<file path="config.mk">
export PLATFORM = sky130hd
export DESIGN_NAME = round_robin_arbiter
export DESIGN_NICKNAME = d
export VERILOG_FILES = /design/src/rtl/arb_pkg.sv /design/src/rtl/rr_grant.sv /design/src/rtl/round_robin_arbiter.sv
export SDC_FILE = /design/constraint.sdc
export NUM_CORES = 1
export LEC_CHECK = 0
export BUFFER_PORTS_ARGS = -buffer_cell sky130_fd_sc_hd__buf_2
export CAP_MARGIN = 15
export CELL_PAD_IN_SITES_DETAIL_PLACEMENT = 1
export CELL_PAD_IN_SITES_GLOBAL_PLACEMENT = 2
export CORE_UTILIZATION = 29
export DETAILED_ROUTE_END_ITERATION = 16
export PLACE_DENSITY_LB_ADDON = 0.05
export SETUP_SLACK_MARGIN = 0.02
export SLEW_MARGIN = 25
export SYNTH_ARGS = -nofsm -noshare
export SYNTH_HDL_FRONTEND = slang
export SYNTH_SLANG_ARGS = --single-unit
export TNS_END_PERCENT = 5
</file>
<file path="constraint.sdc">
create_clock -name clk -period 6.1 [get_ports clk]
set_clock_uncertainty 0.2 [all_clocks]
set_input_delay 0.915 -clock clk [delete_from_list [all_inputs] [get_ports clk]]
set_output_delay 0.915 -clock clk [all_outputs]
set_load 0.01 [all_outputs]
</file>
<file path="src/rtl/arb_pkg.sv">
// Shared definitions for the round-robin arbiter: word layout and FSM state encoding.
package arb_pkg;

  localparam int WORD_SIZE = 10;
  localparam int DEST_W    = 2;
  localparam int DEST_HI   = WORD_SIZE - 1;
  localparam int DEST_LO   = WORD_SIZE - DEST_W;

  typedef enum logic [1:0] {
    IDLE    = 2'd0,
    ACTIVE  = 2'd1,
    BLOCKED = 2'd2
  } state_e;

endpackage

</file>
<file path="src/rtl/rr_grant.sv">
// Combinational rotate-priority search: picks the first eligible requester
// after the last granted one, wrapping around.
module rr_grant #(
  parameter int N  = 4,
  parameter int IW = (N > 1) ? $clog2(N) : 1
) (
  input  logic [N-1:0]  elig_i,
  input  logic [IW-1:0] last_i,
  output logic [N-1:0]  grant_o,
  output logic          valid_o
);

  logic [IW-1:0] idx;
  logic          found;

  // Offsets 1..N visit every requester once, ending on last_i itself so a
  // lone eligible requester can be granted back-to-back.
  always_comb begin
    grant_o = '0;
    found   = 1'b0;
    idx     = '0;
    for (int off = 1; off <= N; off++) begin
      idx = IW'((int'(last_i) + off) % N);
      if (!found && elig_i[idx]) begin
        grant_o[idx] = 1'b1;
        found        = 1'b1;
      end
    end
  end

  assign valid_o = found;

endmodule

</file>
<file path="src/rtl/round_robin_arbiter.sv">
// Round-robin arbiter moving words from NUM_IN upstream FIFOs to NUM_OUT downstream FIFOs.
// Optional per-destination packet counters are enabled with ARB_STATS_EN.
module round_robin_arbiter #(
  parameter int WORD_SIZE = arb_pkg::WORD_SIZE,
  parameter int NUM_IN    = 4,
  parameter int NUM_OUT   = 4
) (
  input  logic                        clk,
  input  logic                        reset,
  input  logic [NUM_IN-1:0]           in_empty,
  input  logic [NUM_IN*WORD_SIZE-1:0] in_data,
  output logic [NUM_IN-1:0]           in_pop,
  input  logic [NUM_OUT-1:0]          out_almost_full,
  output logic [NUM_OUT-1:0]          out_push,
  output logic [WORD_SIZE-1:0]        out_data,
`ifdef ARB_STATS_EN
  output logic [NUM_OUT*8-1:0]        pkt_count,
`endif
  output logic                        idle
);

  import arb_pkg::*;

  localparam int IW = (NUM_IN > 1) ? $clog2(NUM_IN) : 1;

  logic [DEST_W-1:0]    dest [NUM_IN];
  logic [NUM_IN-1:0]    elig;
  logic [NUM_IN-1:0]    grant;
  logic                 grantValid;
  logic [WORD_SIZE-1:0] selWord;
  logic [IW-1:0]        grantIdx;

  state_e               state_d, state_q;
  logic [IW-1:0]        lastGrant_q;
  logic [NUM_OUT-1:0]   outPush_d, outPush_q;
  logic [WORD_SIZE-1:0] outData_q;

  for (genvar i = 0; i < NUM_IN; i++) begin : g_elig
    assign dest[i] = in_data[i*WORD_SIZE + WORD_SIZE - DEST_W +: DEST_W];
    assign elig[i] = ~in_empty[i] & ~out_almost_full[dest[i]];
  end

  rr_grant #(.N(NUM_IN), .IW(IW)) u_grant (
    .elig_i (elig),
    .last_i (lastGrant_q),
    .grant_o(grant),
    .valid_o(grantValid)
  );

  always_comb begin
    selWord  = '0;
    grantIdx = '0;
    for (int i = 0; i < NUM_IN; i++) begin
      if (grant[i]) begin
        selWord  = in_data[i*WORD_SIZE +: WORD_SIZE];
        grantIdx = IW'(i);
      end
    end
  end

  // The pop strobe is the raw grant, so it must be forced low while reset is held.
  assign in_pop = reset ? '0 : grant;

  always_comb begin
    if (&in_empty) begin
      state_d = IDLE;
    end else if (grantValid) begin
      state_d = ACTIVE;
    end else begin
      state_d = BLOCKED;
    end
    outPush_d = grantValid ? (NUM_OUT'(1) << selWord[WORD_SIZE-1 -: DEST_W]) : '0;
  end

  always_ff @(posedge clk or posedge reset) begin
    if (reset) begin
      state_q     <= IDLE;
      lastGrant_q <= IW'(NUM_IN - 1);
      outPush_q   <= '0;
      outData_q   <= '0;
    end else begin
      state_q   <= state_d;
      outPush_q <= outPush_d;
      if (grantValid) begin
        outData_q   <= selWord;
        lastGrant_q <= grantIdx;
      end
    end
  end

  assign out_push = outPush_q;
  assign out_data = outData_q;
  assign idle     = (state_q == IDLE);

`ifdef ARB_STATS_EN
  logic [NUM_OUT*8-1:0] pktCnt_q;

  // Counters advance on the same edge that raises the matching out_push.
  always_ff @(posedge clk or posedge reset) begin
    if (reset) begin
      pktCnt_q <= '0;
    end else begin
      for (int j = 0; j < NUM_OUT; j++) begin
        if (outPush_d[j]) begin
          pktCnt_q[j*8 +: 8] <= pktCnt_q[j*8 +: 8] + 8'd1;
        end
      end
    end
  end

  assign pkt_count = pktCnt_q;
`endif

endmodule

</file>
# After elaboration in Yosys (flattened, before gate mapping)

Index checks and enable logic that the tools add are counted.

Input port bits: 50
Word-level logic and storage cells: 91
Output and inout port bits: 19
Bits in registers: 18
Memory bits (read-only): 0
Bits in latches: 0
RAM bits: 0
Memories kept: 0

Eq/ne operators: 0
Reductions and logical operators: 12
Mux-type cells: 43
Magnitude comparators: 12
Multipliers: 0
Add/subtract/negate cells: 4
Bitwise gates (word level): 15
Shift-type cells: 1
Divide/modulo/power cells: 0

Operators by type and width:

| cell                | count |
|---|---|
| $mux 10             | 4 |
| $lt 2x3->1 const B  | 8 |
| $mux 4              | 6 |
| $mux 1              | 17 |
| $bmux 1 s2          | 8 |
| $or 4x4->4          | 3 |
| $demux 1 s2         | 4 |
| $ge 2x1->1 const B  | 4 |
| $mux 2              | 4 |
| $not 1->1           | 8 |
| $logic_and 1x1->1   | 7 |
| $add 2x1->2 const B | 2 |
| $add 2x2->2 const B | 2 |
| $and 1x1->1         | 4 |
| $reduce_and 4->1    | 1 |
| $shl 1x2->4 const A | 1 |
| $logic_not 1->1     | 3 |
| $logic_not 2->1     | 1 |

# Depth between registers and ports, before layout

Gate-level depths: netlist of the first run.

Word-level depth: 22
Mapped depth: 14
Depth with buffers taken out: 11

# Modules after synthesis

Synthesis of the first run repeated with hierarchy kept, for this count alone.

Cells, all modules: 167
Area, all modules: 1572.8 sq um

By module, submodules not included:

| module              | area an instance (sq um) | seq. area each (sq um) | cells each | times used |
|---|---|---|---|---|
| round_robin_arbiter | 1157.4                   | 452.9                  | 119        | 1 |
| rr_grant            | 415.4                    | 0.0                    | 48         | 1 |

# Least setup slack after synthesis of the first run

OpenSTA, ideal clock, no wires.

Kind: flip-flop to output port
Start: register lastGrant_q[0]
End: output port in_pop[1]
Data required time: 4.985 ns
Arrival: 2.731 ns
Path slack: 2.254 ns
Buffers on the path: 2
Cell stages (with the launch flop): 12
Cells stage by stage: dfstp_2 -> clkbuf_1 -> inv_1 -> ha_1 -> nand2b_1 -> a221oi_1 -> o41ai_1 -> o32ai_1 -> a31oi_1 -> and2_1 -> buf_6 -> nor2_1

Longest elaborated chain between the ends: 14
Elaborated cells on any way between the ends: 49
Those cells by class: add/sub: 4; order compare: 8; mux: 24; bitwise: 3; reduce/logical: 10

RTL lines:

| element                                                             | line                      | RTL |
|---|---|---|
| start: declaration                                                  | round_robin_arbiter.sv:34 | `logic [IW-1:0] lastGrant_q;` |
| start signal: assignment                                            | round_robin_arbiter.sv:78 | `lastGrant_q <= IW'(NUM_IN - 1);` |
| start signal: assignment                                            | round_robin_arbiter.sv:86 | `lastGrant_q <= grantIdx;` |
| parallel branches: the longest is 12 deep, another holds $lt 2x3->1 | --                        |  |
| $mux 4 (*)                                                          | rr_grant.sv:24            | `if (!found && elig_i[idx]) begin` |
| $mux 4 (*)                                                          | round_robin_arbiter.sv:62 | `assign in_pop = reset ? '0 : grant;` |
| end: declaration                                                    | round_robin_arbiter.sv:12 | `output logic [NUM_IN-1:0] in_pop,` |

Mark *: on every way between the ends. The select of a mux whose other input is x is not followed.

# Worst setup path in the final report of the first run

Start: register lastGrant_q[0]
End: output port in_pop[2]

Same word-level chain as after synthesis.

==> run_results.csv, run 1 <==
group,metric,value,unit
cells_and_area,final_core_util,0.3900,
logic_synthesis,syn_avg_cell_area,9.286,µm²
global_route,grt_util_all_layers,0.2141,
clock_network,tritoncts.num_buffers,3,
clock_network,cts_buffer_depth,2,
logic_synthesis,synth_edf_count,0,
global_route,antenna_found_initial,0,
timing,fin_hold_ws,0.2879,ns
cells_and_area,finalNetCount,291,
logic_synthesis,yosys_warnings,0,
setup_path,max_stage_delay,0.68,ns
route,wirelength,5.546,mm
logic_synthesis,synth_async_sr_flop_share,1.000,
clock_network,cts.repair.resized,0,
floorplan,placement_rows,26,
placement,gpl.final_weighted_congestion,0.8354,
route,drt_pass1_iterations,5,
clock_network,holdBufCountCts,0,
global_route,grt_max_degree,20,
logic_synthesis,postSynthCellCount,166,
pwr,total_leakage_power,0.9615,nW
pwr,pwr_density_cell,587.4,nW/µm²
setup_path,critPathKind,"reg2out",
placement,dp_hpwl,4.453,mm
timing,grt_setup_unrepaired,"false",
pwr,netSwitchingFraction,0.5026,
logic_synthesis,synthesis.nets,223,
min_path,worstHoldPathType,"reg2reg",
timing,fmax,228.4,MHz
pwr,power.combinational.fraction,0.725,
clock_network,clk_pin_slew_worst_paths,0.07,ns
route,detail_route.vias_per_cell,5.644,
timing,timing_hold_violations_final,0,
cells_and_area,fill_cells,631,
global_route,gr-total-overflow,0,
clock_network,post-cts-setup-buffer-count,0,
pwr,netSwitchingPower,0.5881,mW
route,routedWlPerCell,18.30,µm
timing,timing.slew.headroom,0.5035,
setup_path,worst-r2r-setup-slack,2.09,ns
flow_run,timing.max_cap.violations,0,
global_route,grt_pass1_vias,1784,
setup_path,worst_path_max_delay_cell,"sky130_fd_sc_hd__dfstp_2",
timing,final-max-slew-violation-count,0,
route,wl_met2,2.781,mm
route,route.detailed.drc,0,
floorplan,chipWidth,74.91,µm
route,met3_length,232,µm
setup_path,startpoint_type,"register",
timing,period_minus_slack,4.378,ns
clock_network,cts_root_buf,"sky130_fd_sc_hd__clkbuf_8",
global_route,global_route_wire_length_before_repair,9.059,mm
pwr,internal_power,0.5820,mW
timing,setup_tns,0,ns
cells_and_area,syn2layout_area_growth,29.22,%
cells_and_area,layout-drive-gt1-share,0.3605,
logic_synthesis,synth_cell_type_count,51,
cells_and_area,multi_input_comb_area,1030,µm²
clock_network,tritoncts,"built",
setup_path,crit_path_end_kind,"output pin",
setup_path,worstPathCellList,"inv_1 -> ha_1 -> nand2b_1 -> a221oi_1 -> nor4_2 -> nor3_1 -> a22o_1 -> nor3_1 -> nor2_1 -> buf_2",
setup_path,worst_path_most_repeated_cell,"sky130_fd_sc_hd__nor3_1",
route,highest-signal-layer,"met4",
setup_path,critical_path_peak_fanout,14,
route,routedLengthMet1,2.463,mm
pwr,p_clk_frac,0.085,
cells_and_area,most_frequent_standard_cell_in_the_layout_excluding_fill_and_tap_cells,"sky130_fd_sc_hd__buf_2",
setup_path,cp_data_arrival_time,3.26,ns
cells_and_area,most-common-layout-cells,"68 x sky130_fd_sc_hd__buf_2, 16 x sky130_fd_sc_hd__nor2_1, 16 x sky130_fd_sc_hd__dfrtp_1",
setup_path,cp.required,4.98,ns
timing,report.final.setup_viol,0,
timing,final.period_utilization,0.7178,
floorplan,initial_core_util,0.3018,
cells_and_area,final-seq-area,452.9,µm²
route,route.antenna.remaining_nets,0,
floorplan,floorplan.io_pins,69,
route,drtIter0Drc,95,
placement,placed_cells_incl_taps,299,
pwr,ir_drop,0.0002080,V
placement,numPortBuffers,68,
floorplan,core,5107,µm²
cells_and_area,final_cell_count_no_fill,303,
floorplan,die_y,74.91,µm
logic_synthesis,postSynth.topFlopCell,"sky130_fd_sc_hd__dfrtp_1",
floorplan,die_area,5611,µm²
clock_network,clock_insertion_delay_at_the_later_pin_of_the_skew_report,0.25,ns
logic_synthesis,post_synth_instance_area,1541,µm²
clock_network,h-tree-depth,1,
pwr,seq_pwr_share,0.190,
logic_synthesis,synth-seq-area-share,0.2938,
timing,worst-slew-pin-transition,0.7439,ns
run_status,status,"finished clean",
logic_synthesis,synth_seq_cells,18,
cells_and_area,antenna_cells_inserted,0,
route,total_via_count_in_the_routed_design,1710,
clock_network,cts.sinks,18,
## sequential cells by signal, summed over array words and instances, names as in the netlist
signal,flops
out_data,10
lastGrant_q,2
out_push,4
state_q,2
## area by class of cell
class	count	share of cell area
tap	70	0.04397
timing repair buffer	69	0.1746
clock buffer	4	0.02764
sequential	18	0.2274
multi-input combinational	137	0.5170
inverter	5	0.009422
## worst max-delay path: cells and delay by family (launching register included)
family | cells | cell delay, ns
AO/OA/AOI/OAI | 2 | 0.33
adder cells (fa/ha/maj) | 1 | 0.37
buffers and inverters | 2 | 0.33
flip-flops | 1 | 0.68
AND/OR/NAND/NOR | 5 | 1.28
## cells in the mapped netlist (4+ instances only)
master	n	area share
sky130_fd_sc_hd__and2_1	4	0.016
sky130_fd_sc_hd__mux2i_1	7	0.045
sky130_fd_sc_hd__nand2_1	7	0.017
sky130_fd_sc_hd__and3_1	5	0.020
sky130_fd_sc_hd__inv_1	4	0.0097
sky130_fd_sc_hd__a21oi_1	4	0.013
sky130_fd_sc_hd__a22oi_1	12	0.058
sky130_fd_sc_hd__a222oi_1	7	0.045
sky130_fd_sc_hd__a22o_1	8	0.045
sky130_fd_sc_hd__a221oi_1	4	0.023
sky130_fd_sc_hd__nor2_1	16	0.039
sky130_fd_sc_hd__dfrtp_1	16	0.26
sky130_fd_sc_hd__o21ai_1	9	0.029
sky130_fd_sc_hd__ha_1	7	0.057
## power by group through the flow
stage          clock [mW]  combinational, mW  sequential, mW
6_report           0.0994              0.848           0.223
2_1_floorplan           0              0.627           0.228
4_1_cts             0.102              0.855           0.222
3_5_place_dp            0              0.856           0.223
5_1_grt             0.110              0.945           0.229
3_3_place_gp            0              0.831           0.221
## metrics by stage
stage                     setup slack [ns]  cell area, µm²  total power [mW]
after floorplan                      2.254            1541            0.8554
after global placement               1.912            1937             1.052
final                                1.722            1992             1.170
after global routing                 1.415            1992             1.284
after detailed placement             1.824            1937             1.079
after CTS                            1.685            1992             1.179
## metal layers
metal  GRT usage  vias up
met5           0        -
met4     0.08386        0
met3     0.02945        4
met2      0.3684       58
met1      0.2713      853
li1            -      795
## logic make-up after synthesis
family	share of synthesized area
adders and majority gates	0.05682
and+or+nand+nor	0.2070
DFF	0.2938
AOI/OAI and AO/OA	0.3417
muxes	0.06250
buffers and inverters	0.03815
## path summary, 6_finish.rpt
| path | startpoint | endpoint | depth (start not counted) |
|---|---|---|---|
| min reg2reg | out_data[8] | out_data[8] | 1 |
| max | lastGrant_q[0] | in_pop[2] | 10 |
| min | out_data[8] | out_data[8] | 1 |
| max in group asynchronous | reset | state_q[1] | 2 |
| max reg2reg | lastGrant_q[0] | out_push[2] | 11 |
| min in group asynchronous | reset | out_data[5] | 2 |
Note: power is estimated with default switching activity, not from simulation.
==> run 2, diff against run 1 <==
--- a/config.mk
+++ b/config.mk
@@ -5,11 +5,12 @@
 export SDC_FILE = /design/constraint.sdc
 export NUM_CORES = 1
 export LEC_CHECK = 0
+export ABC_AREA = 1
 export BUFFER_PORTS_ARGS = -buffer_cell sky130_fd_sc_hd__buf_2
 export CAP_MARGIN = 15
 export CELL_PAD_IN_SITES_DETAIL_PLACEMENT = 1
 export CELL_PAD_IN_SITES_GLOBAL_PLACEMENT = 2
-export CORE_UTILIZATION = 29
+export CORE_UTILIZATION = 24
 export DETAILED_ROUTE_END_ITERATION = 16
 export PLACE_DENSITY_LB_ADDON = 0.05
 export SETUP_SLACK_MARGIN = 0.02
==> constraint.sdc (replaced) <==
create_clock -name clk -period 4.3 [get_ports clk]
set_clock_uncertainty 0.2 [all_clocks]
set_input_delay 0.645 -clock clk [delete_from_list [all_inputs] [get_ports clk]]
set_output_delay 0.645 -clock clk [all_outputs]
set_load 0.01 [all_outputs]
==> run 2 against run 1 <==
Die area grew 29%. Final cell count grew 31%. Utilization shrank 6.6 points. Non-clock buffer count is the same. Area after synthesis grew 7.1%. Critical path depth grew 2. Setup slack lost 0.99 ns. Largest cell class unchanged. The run now ends with DRC left. Largest power group unchanged. Worst hold slack lost 0.0056 ns. Clock power grew 49%. Synthesized cell count grew 52%. First-iteration DRC count shrank 59%.
==> run_results.csv, run 2 <==
group,metric,value,unit
logic_synthesis,synth-seq-area-share,0.2742,
global_route,grt_pass1_vias,1879,
clock_network,cts_buffer_depth,2,
logic_synthesis,combinational_family_with_the_most_area_after_synthesis,"simple AND/OR/NAND/NOR gates",
logic_synthesis,syn_avg_cell_area,6.554,µm²
route,route.detailed.drc,3,
setup_path,crit_path_end_kind,"output pin",
clock_network,tritoncts,"built",
cells_and_area,final-seq-area,452.9,µm²
timing,worst-slew-pin-transition,0.7967,ns
floorplan,core,6495,µm²
cells_and_area,max_reg_flops,10,
clock_network,h-tree-depth,1,
pwr,ir_drop,0.0003042,V
logic_synthesis,synth_async_sr_flop_share,1.000,
clock_network,tritoncts.num_buffers,3,
placement,detailedPlace.worstSlack,1.016,ns
logic_synthesis,synth_top_area_frac,0.2424,
cells_and_area,fill_cells,858,
floorplan,die_y,84.96,µm
setup_path,startpoint_type,"register",
placement,dp_hpwl,4.525,mm
global_route,busiest_layer_in_global_routing,"met2",
timing,timing.slew.headroom,0.4683,
setup_path,cp.required,3.45,ns
clock_network,clock_insertion_delay_at_the_later_pin_of_the_skew_report,0.26,ns
timing,final.setup.worst_slack,0.7333,ns
logic_synthesis,synth-adder-area-share,0.05303,
route,wirelength,5.611,mm
timing,report.final.setup_viol,0,
placement,placed_area,2049,µm²
flow_run,timing.max_cap.violations,0,
global_route,grt_util_all_layers,0.1635,
logic_synthesis,yosys_warnings,0,
floorplan,die_area,7217,µm²
cells_and_area,most-common-layout-cells,"104 x sky130_fd_sc_hd__nand2_1, 68 x sky130_fd_sc_hd__buf_2, 34 x sky130_fd_sc_hd__nand3_1",
route,route.antenna.remaining_nets,0,
route,detail_route.vias_per_cell,4.542,
route,drtIter0Drc,39,
run_status,violations,"DRC",
floorplan,placement_rows,29,
global_route,grt.met2_usage,0.2676,
global_route,grt_use_met3,0.02724,
logic_synthesis,postSynth.topFlopCell,"sky130_fd_sc_hd__dfrtp_1",
timing,setup_tns,0,ns
clock_network,clk_pin_slew_worst_paths,0.08,ns
floorplan,chipWidth,84.96,µm
route,drt_pass1_iterations,10,
cells_and_area,finalNetCount,378,
logic_synthesis,yosys-mux-area-fraction,0,
setup_path,worst_r2r_path_depth,12,
min_path,hold_depth,2,
logic_synthesis,yosys.area_share.xor_xnor,0,
global_route,grt_max_degree,19,
pwr,total_leakage_power,1.218,nW
cells_and_area,multi_input_comb_area,1044,µm²
timing,fmax,280.4,MHz
setup_path,critPathKind,"reg2out",
clock_network,cts.repair.resized,0,
logic_synthesis,synth_edf_count,0,
logic_synthesis,simple_gate_fraction_of_synth_area,0.5477,
clock_network,cts_root_buf,"sky130_fd_sc_hd__clkbuf_8",
placement,gpl.final_weighted_congestion,0.7350,
route,total_via_count_in_the_routed_design,1803,
logic_synthesis,synth_cell_type_count,22,
logic_synthesis,synth-compound-area-share,0.03106,
cells_and_area,most_frequent_standard_cell_in_the_layout_excluding_fill_and_tap_cells,"sky130_fd_sc_hd__nand2_1",
cells_and_area,postLayoutCellArea,2105,µm²
pwr,pwr_density_cell,817.4,nW/µm²
logic_synthesis,post_synth_instance_area,1652,µm²
setup_path,critical_path_peak_fanout,14,
cells_and_area,final_cell_count_no_fill,397,
clock_network,cts.sinks,18,
clock_network,holdBufCountCts,0,
cells_and_area,antenna_cells_inserted,0,
cells_and_area,layout-drive-gt1-share,0.3313,
global_route,gr-total-overflow,0,
cells_and_area,syn2layout_area_growth,27.42,%
logic_synthesis,yosys.area.top_type,"sky130_fd_sc_hd__dfrtp_1",
logic_synthesis,synth_seq_cells,18,
global_route,global_route_wire_length_before_repair,9.321,mm
floorplan,initial_core_util,0.2543,
run_status,status,"finished, violations left",
clock_network,post-cts-setup-buffer-count,0,
logic_synthesis,postSynthCellCount,252,
timing,final.period_utilization,0.8295,
timing,timing_hold_violations_final,0,
logic_synthesis,synthesis.nets,309,
logic_synthesis,post_synth_most_frequent_cells,"104 x sky130_fd_sc_hd__nand2_1, 34 x sky130_fd_sc_hd__nand3_1, 23 x sky130_fd_sc_hd__inv_1",
floorplan,floorplan.io_pins,69,
logic_synthesis,synthMostInstantiatedCell,"sky130_fd_sc_hd__nand2_1",
min_path,worstHoldPathType,"reg2reg",
logic_synthesis,ys_top_cells_by_area,"sky130_fd_sc_hd__dfrtp_1 24%, sky130_fd_sc_hd__nand2_1 24%, sky130_fd_sc_hd__nand3_1 10%",
global_route,antenna_found_initial,0,
global_route,grt_util_met1,0.2307,
timing,grt_setup_unrepaired,"false",
placement,numPortBuffers,68,
timing,period_minus_slack,3.567,ns
route,routedWlPerCell,14.13,µm
timing,final-max-slew-violation-count,0,
setup_path,cp_data_arrival_time,2.72,ns
placement,placed_cells_incl_taps,393,
==> run 2: cell count changes after synthesis, moves of 5 or more <==
cell	previous run	this run
sky130_fd_sc_hd__o21ai_1	9	0
sky130_fd_sc_hd__a22o_1	8	0
sky130_fd_sc_hd__a22oi_1	12	0
sky130_fd_sc_hd__nand4_1	2	10
sky130_fd_sc_hd__inv_2	0	6
sky130_fd_sc_hd__nand3_2	0	10
sky130_fd_sc_hd__inv_1	4	23
sky130_fd_sc_hd__nand2_1	7	104
sky130_fd_sc_hd__mux2i_1	7	0
sky130_fd_sc_hd__nand3_1	3	34
sky130_fd_sc_hd__a222oi_1	7	0
sky130_fd_sc_hd__and3_1	5	0
==> run 2: path summary, 6_finish.rpt <==
path	startpoint	endpoint	slack, ns
setup / recovery	lastGrant_q[0]	in_pop[3]	0.73
setup reg to reg	lastGrant_q[0]	out_data[7]	1.23
max in group asynchronous	reset	out_data[6]	3.03
hold reg to reg	out_data[9]	out_data[9]	0.28
min in group asynchronous	reset	out_push[0]	0.38
hold / removal	out_data[9]	out_data[9]	0.28
==> run 2: through the flow <==
stage | total power, mW | util | hold WS, ns
CTS | 1.755 | 0.3240 | 0.2898
global placement | 1.598 | 0.3155 | 0.2616
global route | 1.934 | 0.3240 | 0.3314
finish | 1.720 | 0.3240 | 0.2823
floorplan | 1.280 | - | 0.3154
detailed placement | 1.598 | 0.3155 | 0.2674
==> run 2: critical path, cell delays in order, from the launching register on <==
cell and delay [ns]:
sky130_fd_sc_hd__dfstp_2 0.64, sky130_fd_sc_hd__inv_2 0.13, sky130_fd_sc_hd__ha_1 0.38, sky130_fd_sc_hd__inv_1 0.13
sky130_fd_sc_hd__nand3_4 0.12, sky130_fd_sc_hd__nand2_4 0.14, sky130_fd_sc_hd__nand2_2 0.07, sky130_fd_sc_hd__nor2_4 0.15
sky130_fd_sc_hd__nand3_2 0.08, sky130_fd_sc_hd__nand3_2 0.28, sky130_fd_sc_hd__inv_2 0.11, sky130_fd_sc_hd__nor2_1 0.10
sky130_fd_sc_hd__buf_2 0.13
==> run 2: layout make-up <==
cell class / instances / area share
inverter: 29 / 0.05172
tap: 77 / 0.04578
sequential: 18 / 0.2152
timing repair buffer: 69 / 0.1653
clock buffer: 4 / 0.02616
multi-input combinational: 200 / 0.4958
==> run 2: cell families (layout without fill, tap and decap cells) <==
family | Yosys count | after routing
DFF | 18 | 18
and+or+nand+nor | 185 | 185
AOI/OAI and AO/OA | 8 | 8
buffers and inverters | 34 | 102
adders and majority gates | 7 | 7
==> run 2: where the power goes <==
part	internal (mW)	switching [mW]	total, mW	leakage [nW]
clock	0.0816	0.0665	0.148	0.0288
combinational	0.398	0.868	1.27	0.964
sequential	0.263	0.0434	0.306	0.225
==> run 2: metal layers <==
layer / vias up / share of wire
met3: 2 / 0.039
met4: 0 / 0.0030
li1: 940 / -
met1: 819 / 0.51
met5: - / 0
met2: 42 / 0.45
==> run 3, diff against run 2 <==
--- a/config.mk
+++ b/config.mk
@@ -5,12 +5,12 @@
 export SDC_FILE = /design/constraint.sdc
 export NUM_CORES = 1
 export LEC_CHECK = 0
-export ABC_AREA = 1
+export ABC_AREA = 0
 export BUFFER_PORTS_ARGS = -buffer_cell sky130_fd_sc_hd__buf_2
 export CAP_MARGIN = 15
 export CELL_PAD_IN_SITES_DETAIL_PLACEMENT = 1
 export CELL_PAD_IN_SITES_GLOBAL_PLACEMENT = 2
-export CORE_UTILIZATION = 24
+export CORE_UTILIZATION = 27
 export DETAILED_ROUTE_END_ITERATION = 16
 export PLACE_DENSITY_LB_ADDON = 0.05
 export SETUP_SLACK_MARGIN = 0.02
==> constraint.sdc (replaced) <==
create_clock -name clk -period 3.6 [get_ports clk]
set_clock_uncertainty 0.2 [all_clocks]
set_input_delay 0.54 -clock clk [delete_from_list [all_inputs] [get_ports clk]]
set_output_delay 0.54 -clock clk [all_outputs]
set_load 0.01 [all_outputs]
==> run 3 against run 2 <==
The run now ends clean. Non-clock buffer count grew 12. Routed wire length grew 2.6%. Largest power group unchanged. Setup slack lost 0.59 ns. Critical path depth shrank 2. Critical endpoint is now in_pop[0]. Highest routed layer unchanged. Global-route usage grew 3.8 points.
==> run_results.csv, run 3 (synthesis results as in run 1) <==
group,metric,value,unit
run_status,status,"finished clean",
pwr,pwr_density_cell,1014,nW/µm²
setup_path,worst-r2r-setup-slack,0.33,ns
cells_and_area,max_reg_flops,10,
clock_network,cts_buffer_depth,2,
floorplan,placement_rows,27,
setup_path,cp.required,2.86,ns
global_route,grt_pass1_vias,1859,
pwr,total_leakage_power,1.038,nW
clock_network,h-tree-depth,1,
setup_path,crit_end,"in_pop[0]",
setup_path,cp_data_arrival_time,2.72,ns
global_route,global_route_wire_length_before_repair,9.508,mm
timing,fmax,289.3,MHz
route,route.antenna.remaining_nets,0,
setup_path,crit-reg2reg-launch,"lastGrant_q[0]",
setup_path,rr_endpoint,"out_data[5]",
timing,timing_hold_violations_final,0,
cells_and_area,postLayoutCellArea,2165,µm²
floorplan,die_area,6016,µm²
setup_path,startpoint_type,"register",
clock_network,tritoncts,"built",
route,routedWlPerCell,18.16,µm
global_route,grt_max_degree,19,
timing,final-max-slew-violation-count,0,
clock_network,clk_pin_slew_worst_paths,0.08,ns
cells_and_area,antenna_cells_inserted,0,
route,route.detailed.drc,0,
clock_network,clock_insertion_delay_at_the_later_pin_of_the_skew_report,0.25,ns
pwr,ir_drop,0.0003568,V
timing,final.period_utilization,0.9601,
route,wirelength,5.756,mm
setup_path,worst_r2r_path_depth,11,
min_path,worstHoldPathType,"in2async",
setup_path,crit_path_end_kind,"output pin",
cells_and_area,most-common-layout-cells,"68 x sky130_fd_sc_hd__buf_2, 16 x sky130_fd_sc_hd__nor2_1, 16 x sky130_fd_sc_hd__dfrtp_1",
flow_run,timing.max_cap.violations,0,
cells_and_area,layout-drive-gt1-share,0.4367,
clock_network,tritoncts.num_buffers,3,
cells_and_area,final_core_util,0.3931,
floorplan,core,5507,µm²
timing,timing.slew.headroom,0.6436,
placement,numPortBuffers,68,
setup_path,critPathKind,"reg2out",
placement,dp_hpwl,4.625,mm
placement,gpl.final_weighted_congestion,0.7700,
floorplan,chipWidth,77.56,µm
clock_network,cts_root_buf,"sky130_fd_sc_hd__clkbuf_8",
clock_network,holdBufCountCts,0,
global_route,gr-total-overflow,0,
timing,report.final.setup_viol,0,
cells_and_area,most_frequent_standard_cell_in_the_layout_excluding_fill_and_tap_cells,"sky130_fd_sc_hd__buf_2",
setup_path,timing.critical_path.from,"lastGrant_q[0]",
cells_and_area,finalNetCount,303,
timing,period_minus_slack,3.456,ns
timing,grt_setup_unrepaired,"false",
global_route,grt_util_all_layers,0.2012,
cells_and_area,fill_cells,661,
route,drt_pass1_iterations,5,
route,drtIter0Drc,85,
route,detail_route.vias_per_cell,5.401,
route,total_via_count_in_the_routed_design,1712,
floorplan,floorplan.io_pins,69,
placement,placed_area,1992,µm²
timing,worst-slew-pin-transition,0.5262,ns
global_route,antenna_found_initial,0,
setup_path,critical_path_peak_fanout,4,
floorplan,die_y,77.56,µm
clock_network,cts.sinks,18,
cells_and_area,syn2layout_area_growth,40.42,%
floorplan,initial_core_util,0.2799,
## run 3: changes by cell type in the layout (fill, tap and decap cells not counted), moves of 4 or more
cell                       previous run  this run
sky130_fd_sc_hd__nand4_1             10         2
sky130_fd_sc_hd__mux2i_1              0         6
sky130_fd_sc_hd__nand3_1             34         3
sky130_fd_sc_hd__nand2_2              4         0
sky130_fd_sc_hd__nand2_1            104         7
sky130_fd_sc_hd__a22o_1               0         8
sky130_fd_sc_hd__a222oi_1             0         7
sky130_fd_sc_hd__a22oi_1              0        12
sky130_fd_sc_hd__nand3_2             10         0
sky130_fd_sc_hd__inv_2                6         0
sky130_fd_sc_hd__buf_4                1        13
sky130_fd_sc_hd__inv_1               23         3
sky130_fd_sc_hd__o21ai_1              0         9
sky130_fd_sc_hd__and3_1               0         5
## run 3: where the power goes
group / internal (mW) / switching, mW
Combinational: 0.741 / 0.931
Clock: 0.0972 / 0.0714
Sequential: 0.308 / 0.0461
## run 3: stage by stage
| step | setup TNS (ns) | cells | worst slack, ns | hold slack [ns] | total power [mW] |
|---|---|---|---|---|---|
| 6_report | 0 | 317 | 0.1436 | 0.1399 | 2.195 |
| 5_1_grt | 0 | 317 | 0.01914 | 0.1880 | 2.398 |
| 4_1_cts | 0 | 312 | 0.03721 | 0.1500 | 2.100 |
| 3_5_place_dp | -0.2984 | 308 | -0.09263 | 0.2642 | 1.884 |
| 3_3_place_gp | 0 | 308 | 0.02002 | 0.2586 | 1.863 |
| 2_1_floorplan | 0 | 166 | 0.06015 | 0.2822 | 1.449 |
## run 3: worst max-delay path, stage by stage (launching register included)
cell and delay [ns]:
sky130_fd_sc_hd__dfstp_2 0.56, sky130_fd_sc_hd__clkinvlp_4 0.13, sky130_fd_sc_hd__ha_4 0.30, sky130_fd_sc_hd__nand2_1 0.08
sky130_fd_sc_hd__a221oi_2 0.40, sky130_fd_sc_hd__a22oi_1 0.13, sky130_fd_sc_hd__o211ai_1 0.19, sky130_fd_sc_hd__and2_4 0.24
sky130_fd_sc_hd__a211o_1 0.17, sky130_fd_sc_hd__and2_1 0.14, sky130_fd_sc_hd__buf_2 0.13
## run 3: metal layers
layer,vias to the layer above,global-route usage,share of wire
li1,817,-,-
met1,833,0.2338,0.41
met2,54,0.3735,0.53
met3,8,0.02706,0.043
met4,0,0.06981,0.017
met5,-,0,0
## run 3: worst min path at each step
stage	start	cells past startpoint	endpoint	slack, ns
2_1_floorplan	reset	1	out_data[0]	0.28
3_3_place_gp	out_data[8]	1	out_data[8]	0.26
3_5_place_dp	out_data[8]	1	out_data[8]	0.26
4_1_cts	reset	3	out_data[1]	0.15
5_1_grt	reset	3	out_data[3]	0.19
6_report	reset	3	out_data[3]	0.14
## run 3: cell type report
type	count	area [µm²]	area share
multi-input combinational	137	1106	0.5110
sequential	18	452.9	0.2092
timing repair buffer	81	437.9	0.2023
tap	72	90.09	0.04162
clock buffer	4	55.05	0.02543
inverter	5	22.52	0.01040
## run 3: what timing repair did
item	4_1_cts	5_1_grt
pin swaps	0	2
buffers inserted	0	5
endpoints found under the setup margin	9	13
gates resized for setup	5	9
